**src/rtl/fetch_sequencer.sv**
```systemverilog
// Instruction-fetch front end: PC sequencing, imem handshake,
// downstream valid/ready hold register and return-address stack.
`timescale 1ns/1ps
module fetch_sequencer #(
    parameter int ADDR_W      = 19,
    parameter int INSTR_W     = 19,
    parameter int STACK_DEPTH = 8
) (
    input  logic               clk,
    input  logic               rst,
    output logic               imem_req,
    output logic [ADDR_W-1:0]  imem_addr,
    input  logic               imem_ready,
    input  logic [INSTR_W-1:0] imem_rdata,
    output logic               instr_valid,
    input  logic               instr_ready,
    output logic [INSTR_W-1:0] Instr,
    output logic [4:0]         Op,
    output logic [4:0]         funct5,
    output logic [ADDR_W-1:0]  pc_out,
    input  logic               Branch,
    input  logic               Jump,
    input  logic               Call,
    input  logic               Ret,
    input  logic               branch_taken,
    input  logic [ADDR_W-1:0]  target_addr,
    input  logic               flush,
    input  logic [ADDR_W-1:0]  flush_addr,
    output logic               stack_overflow,
    output logic               stack_underflow
);

    localparam int PW = $clog2(STACK_DEPTH);
    localparam int CW = PW + 1;

    typedef enum logic [1:0] {
        IDLE,
        REQ,
        HOLD
    } state_t;

    state_t state, state_n;

    logic [ADDR_W-1:0]  pc, pc_n;
    logic [ADDR_W-1:0]  pc_hold;
    logic [ADDR_W-1:0]  seq_pc;
    logic [ADDR_W-1:0]  top;
    logic [INSTR_W-1:0] instr_q;
    logic [CW-1:0]      cnt, cnt_n;
    logic [PW-1:0]      top_idx;
    logic               full, empty;
    logic               push, load;
    logic               ovf_set, unf_set;
    logic               ovf_q, unf_q;

    logic [ADDR_W-1:0]  stack [STACK_DEPTH];

    assign seq_pc  = pc_hold + ADDR_W'(1);
    assign full    = (cnt == CW'(STACK_DEPTH));
    assign empty   = (cnt == '0);
    // Low bits minus one also lands on DEPTH-1 when the stack is full.
    assign top_idx = cnt[PW-1:0] - PW'(1);
    assign top     = stack[top_idx];

    assign imem_req        = (state == REQ);
    assign imem_addr       = pc;
    assign instr_valid     = (state == HOLD);
    assign Instr           = instr_q;
    assign Op              = instr_q[INSTR_W-1 -: 5];
    assign funct5          = instr_q[4:0];
    assign pc_out          = pc_hold;
    assign stack_overflow  = ovf_q;
    assign stack_underflow = unf_q;

    always_comb begin
        state_n = state;
        pc_n    = pc;
        cnt_n   = cnt;
        push    = 1'b0;
        load    = 1'b0;
        ovf_set = 1'b0;
        unf_set = 1'b0;
        if (flush) begin
            state_n = REQ;
            pc_n    = flush_addr;
        end else begin
            unique case (state)
                IDLE: state_n = REQ;
                REQ: begin
                    if (imem_ready) begin
                        load    = 1'b1;
                        state_n = HOLD;
                    end
                end
                HOLD: begin
                    if (instr_ready) begin
                        state_n = REQ;
                        if (Ret) begin
                            if (!empty) begin
                                pc_n  = top;
                                cnt_n = cnt - CW'(1);
                            end else begin
                                unf_set = 1'b1;
                                pc_n    = seq_pc;
                            end
                        end else if (Call) begin
                            pc_n = target_addr;
                            if (full) begin
                                ovf_set = 1'b1;
                            end else begin
                                push  = 1'b1;
                                cnt_n = cnt + CW'(1);
                            end
                        end else if (Jump || (Branch && branch_taken)) begin
                            pc_n = target_addr;
                        end else begin
                            pc_n = seq_pc;
                        end
                    end
                end
                default: state_n = IDLE;
            endcase
        end
    end

    always_ff @(posedge clk or negedge rst) begin
        if (!rst) begin
            state   <= IDLE;
            pc      <= '0;
            pc_hold <= '0;
            instr_q <= '0;
            cnt     <= '0;
            ovf_q   <= 1'b0;
            unf_q   <= 1'b0;
        end else begin
            state <= state_n;
            pc    <= pc_n;
            cnt   <= cnt_n;
            if (load) begin
                instr_q <= imem_rdata;
                pc_hold <= pc;
            end
            if (ovf_set) ovf_q <= 1'b1;
            if (unf_set) unf_q <= 1'b1;
        end
    end

    // Entries above cnt are dead, so the storage needs no reset.
    always_ff @(posedge clk) begin
        if (push) stack[cnt[PW-1:0]] <= seq_pc;
    end

endmodule

```
**config.mk**
```make
export PLATFORM = sky130hd
export DESIGN_NAME = fetch_sequencer
export DESIGN_NICKNAME = d
export VERILOG_FILES = /design/src/rtl/fetch_sequencer.sv
export SDC_FILE = /design/constraint.sdc
export NUM_CORES = 1
export LEC_CHECK = 0
export CORE_MARGIN = 3
export CORE_UTILIZATION = 59
export CTS_BUF_LIST = sky130_fd_sc_hd__clkbuf_4 sky130_fd_sc_hd__clkbuf_8
export CTS_CLUSTER_SIZE = 25
export DETAILED_ROUTE_END_ITERATION = 8
export GPL_TIMING_DRIVEN = 0
export PLACE_DENSITY = 0.83
export SLEW_MARGIN = 40
export SYNTH_ARGS = -nofsm -noshare
export SYNTH_HDL_FRONTEND = slang
export SYNTH_SLANG_ARGS = --single-unit
```
**constraint.sdc**
```tcl
create_clock -name clk -period 6.6 [get_ports clk]
set_clock_uncertainty 0.15 [all_clocks]
set_input_delay 0.66 -clock clk [delete_from_list [all_inputs] [get_ports clk]]
set_output_delay 0.66 -clock clk [all_outputs]
set_load 0.01 [all_outputs]
```
# After elaboration in Yosys (flattened, before gate mapping)

Memories as Yosys holds them, arrays and structs flattened.
Index checks and enable logic that the tools add are counted.
W data, S select, Z words.

Bits in registers: 65
Output and inout port bits: 71
RAM bits: 152
Memories kept: 1
Word-level logic and storage cells: 67

Add/subtract/negate cells: 4
Bitwise operators: 1
Multiplexer cells: 37
Reductions and logical operators: 10
Eq/ne operators: 7

Memory list:

| name  | depth | bits a word | read ports | clocked after memory_dff | write ports | line | text |
|---|---|---|---|---|---|---|---|
| stack | 8     | 19          | 1          | 0                        | 1           | 56   | `logic [ADDR_W-1:0] stack [STACK_DEPTH];` |

Operators by type and width:

| cell                    | number |
|---|---|
| $mux W19                | 7 |
| $mux W1                 | 22 |
| $add A19 B1 Y19 const B | 1 |
| $mux W4                 | 4 |
| $mux W2                 | 3 |
| $ne A3 B1 Y1 const B    | 2 |
| $pmux W2 S3             | 1 |
| $reduce_and A6 Y1       | 1 |
| $reduce_bool A2 Y1      | 3 |
| $add A4 B1 Y4 const B   | 1 |
| $eq A4 B4 Y1 const B    | 1 |
| $logic_not A4 Y1        | 1 |
| $ne A2 B2 Y1 const B    | 2 |
| $reduce_and A2 Y1       | 2 |
| $sub A4 B1 Y4 const B   | 1 |
| $sub A3 B1 Y3 const B   | 1 |
| $eq A2 B1 Y1 const B    | 1 |
| $eq A2 B2 Y1 const B    | 1 |
| $logic_not A2 Y1        | 1 |
| $logic_and A1 B1 Y1     | 1 |
| $logic_or A1 B1 Y1      | 1 |
| $not A1 Y1              | 1 |

# Longest topological paths before layout

Depth after elaboration: 9
Gate-level depth with buffers: 11

# Worst setup path after synthesis

Ideal clock, no wire load.

Path kind: register -> register
From: register cnt[0]
To: memory stack[1][0] (enable)
Arrival time: 2.799 ns
Setup slack: 3.232 ns
Data required time: 6.031 ns
Stages on the path, launching flop included: 8
Cells stage by stage: dfrtp_1 buf_4 buf_6 inv_2 ha_1 nand3b_1 nand4_1 nor3_1

Longest elaborated chain between the ends: 9

RTL lines:

| item                          | line | text |
|---|---|---|
| start, declared               | 49   | `logic [CW-1:0] cnt, cnt_n;` |
| start signal, assigned        | 138  | `cnt <= cnt_n;` |
| $eq A4 B4 Y1                  | 59   | `assign full = (cnt == CW'(STACK_DEPTH));` |
| $mux W1                       | 108  | `if (full) begin` |
| $mux W1                       | 106  | `end else if (Call) begin` |
| $mux W1                       | 98   | `if (Ret) begin` |
| $mux W1                       | 96   | `if (instr_ready) begin` |
| $mux W1                       | 87   | `unique case (state)` |
| $mux W1                       | 83   | `if (flush) begin` |
| $mux W1                       | 150  | `if (push) stack[cnt[PW-1:0]] <= seq_pc;` |
| $mux W1 (not written as such) | 150  |  |
| end, declared                 | 56   |  |

Parallel ways exist; a longest one is shown, timed or not.

# Worst setup path in the final report

From: register cnt[0]
To: memory stack[0][3] (enable)

The elaborated chain is that of the path after synthesis.

==> flow_summary.toml <==
[cts]
hold_buffers = 1
root_buffer = "clkbuf_8"
cts_num_sinks = 217
cts_resized = 0
clkLatencyLatePin_ns = 0.53
htreeDepth = 2
cts_buffer_depth = 3
clkTransAtPathRegs_ns = 0.06
numCtsBuffers = 35
cts_tree = "built"
post_cts_buffers = 0

[worst_hold_path]
holdCritStartpoint = "stack_underflow$_DFFE_PN0P_"
holdPathStages = 1
hp-class = "register to register"
holdPathEnd = "stack_underflow$_DFFE_PN0P_"

[synthesis]
synth_top_area_share_pct = 49.1
synth_edf_count = 152
synth_warnings = 0
synth-seq-area-share_pct = 66.6
synth_cells = 588
synth_ff_type = "edfxtp_1"
synth_common_cells = "152 x edfxtp_1, 65 x dfrtp_1, 35 x mux2_2, 35 x nor2_1, 34 x mux4_2"
synth_seq_cells = 217
yosysMostFrequentCell = "edfxtp_1"
synth_compound_area_share_pct = 7.53
async_reset_ff_share_pct = 30.0
yosysTopAreaCell = "edfxtp_1"
synth_nets = 660
syn-cell-area_mm2 = 0.00929
synthSimpleGateAreaFrac_pct = 6.68
ys_types = 70
synth_xor_area_share_pct = 2.33
synth_top_family_by_area = "multiplexers"
synth_fa_ha_area_share_pct = 0.754
yosys-top-cells-area = "edfxtp_1 49%, dfrtp_1 18%, mux4_2 8.2%"
postSynthAreaPerCell_um2 = 15.8
synthMuxAreaShare_pct = 13.3

[place]
routabilityCongestion = 0.904
hpwl_um = 17800
post_dp_cell_area_mm2 = 0.0112
port_buffers = 137
placed_cells = 951
place_worst_setup_slack_ns = 3.00

[timing]
fin_hold_ws_ns = 0.301
setup_viol = 0
timing.final.ws_setup_ns = 3.16
timing.slew.headroom_pct = 42.4
tns_ns = 0
tightest_slew_ns = 0.861
final_period_minus_worst_setup_slack_ns = 3.44
max_freq_ghz = 0.291
hold_viol_final = 0
finalCritPeriodShare_pct = 52.1
rsz0062_at_grt = "no"
drv_slew = 0

[worst_setup_path]
worstPathMaxFanout = 10
max_stage_delay_ns = 0.44
cp-end-kind = "register"
path_cells = "buf_4, buf_6, inv_2, ha_1, nand3b_1, nand4_1, nor3_2, buf_4, buf_4, buf_4"
critPathLaunchType = "register"
reg2reg_slack_ns = 3.16
cp_common_cell = "buf_4"
regToRegStartpoint = "cnt[0]$_DFFE_PN0P_"
worst-setup-path-type = "register to register"
critPathArrivalTime_ns = 3.52
required_ns = 6.68
rr_worst_depth = 10
cp_slowest_cell = "nor3_2"
r2r-end = "stack[0][3]$_DFFE_PP_"

[routing]
post_drt_wl_per_cell_um = 25.9
vias_per_cell = 6.36
drc = 0
drt_iter0_drc = 803
routed_wl_um = 26200
drtPass1Iterations = 7
ant_nets = 0
via_count = 6441

[final_layout]
areaGrowthSynthToFinish_pct = 27.8
antenna_cells = 0
drive_above_1_share_pct = 24.6
multi_input_area_mm2 = 0.00293
fin_nets = 850
fillers = 889
finalNonFillerCells = 1013
final_cell_area_mm2 = 0.0119
final-seq-area_mm2 = 0.00619

[global_route]
grt-ovfl-total = 0
grt_max_degree = 36
grt_pass1_wl_um = 39300
grt_pass1_vias = 6530
track_usage_pct = 30.4
antenna_found_initial = 0

[die]
die_area_mm2 = 0.0173
core_area_mm2 = 0.0153
boundaryPins = 138
fp-row-count = 45
initial_core_util_pct = 60.7
die_w_um = 131
die_y_um = 131

[power]
comb_power_share_pct = 29.4
clkPwrFrac_pct = 27.5
switching_power_w = 0.00125
switching_share_pct = 31.0
ir_worst_vdd_v = 0.000223
cellLeakagePower_nw = 4.26
power_density_mw_per_mm2 = 340
p_int_w = 0.00278
pwr-share-seq_pct = 43.1

[status]
status = "finished clean"

[job]
drv_cap = 0
## sequential cells by signal, summed over array words and instances, names as in the netlist
signal / count
Instr: 19
stack_overflow: 1
stack: 152
pc_out: 19
state: 2
stack_underflow: 1
imem_addr: 19
cnt: 4
## logic make-up (layout without fill, tap and decap cells)
logic type,count (synthesis),count (layout)
flops,217,217
simple gates,118,118
compound gates,102,102
mux,77,77
buf+inv,46,260
xor+xnor,23,23
fa+ha+maj,5,5
## worst max path at each step
| stage | start | endpoint | slack, ns | cells past startpoint |
|---|---|---|---|---|
| after floorplan | cnt[0]$_DFFE_PN0P_ | stack[1][0]$_DFFE_PP_ | 3.23 | 7 |
| after global placement | instr_ready | stack[1][1]$_DFFE_PP_ | 1.25 | 5 |
| after detailed placement | instr_ready | stack[0][1]$_DFFE_PP_ | 3.00 | 8 |
| after CTS | cnt[0]$_DFFE_PN0P_ | stack[1][2]$_DFFE_PP_ | 3.22 | 10 |
| after global routing | cnt[0]$_DFFE_PN0P_ | imem_addr[1]$_DFFE_PN0P_ | 2.97 | 11 |
| final | cnt[0]$_DFFE_PN0P_ | stack[0][3]$_DFFE_PP_ | 3.16 | 10 |
## power groups by stage
stage | registers, W | clock network, W | logic [W]
3_5_place_dp | 0.00176 | 0 | 0.00116
3_3_place_gp | 0.00175 | 0 | 0.00112
4_1_cts | 0.00173 | 0.00111 | 0.00117
6_report | 0.00174 | 0.00111 | 0.00119
2_1_floorplan | 0.00177 | 0 | 0.000659
5_1_grt | 0.00175 | 0.00118 | 0.00126
## stage by stage
stage / power (W) / utilization, %
final: 0.00404 / 77.5
after global routing: 0.00418 / 77.5
after CTS: 0.00402 / 77.5
after detailed placement: 0.00292 / 73.1
after global placement: 0.00287 / 71.3
after floorplan: 0.00243 / -
## worst max-delay path, delay by kind of cell (launching register included)
family	cells	cell delay [ns]
flops	1	0.41
simple gates	3	0.99
fa+ha+maj	1	0.33
buf+inv	6	1.27
## layer usage
metal	GRT usage (%)	up-vias	share of wire [%]
met4	14.7	0	4.6
met5	0	-	0
met3	7.77	107	11
met2	49.2	470	49
li1	-	2680	-
met1	38.7	3184	35
## cell type report
| cell class | count | share of cell area, % |
|---|---|---|
| Clock buffer | 51 | 5.12 |
| Buffer | 37 | 1.85 |
| Tap cell | 211 | 2.22 |
| Inverter | 9 | 0.284 |
| Timing Repair Buffer | 153 | 13.3 |
| Clock inverter | 10 | 0.400 |
| Multi-Input combinational cell | 325 | 24.7 |
| Sequential cell | 217 | 52.1 |
## layout by cell type, fill, tap and decap left out, types with 10 or more instances in the layout
cell type / netlist / layout
buf_4: 13 / 20
mux2_2: 35 / 35
buf_2: 13 / 15
mux4_2: 34 / 34
clkdlybuf4s50_1: 0 / 136
o21ai_0: 15 / 15
nand2_1: 26 / 26
dfrtp_1: 65 / 65
xnor2_1: 14 / 12
clkbuf_4: 0 / 15
nor2_1: 35 / 28
edfxtp_1: 152 / 152
a21oi_1: 11 / 11
o22ai_1: 15 / 15
clkbuf_8: 0 / 36
nand3_1: 10 / 10
Power figures use the tool's default switching activity.
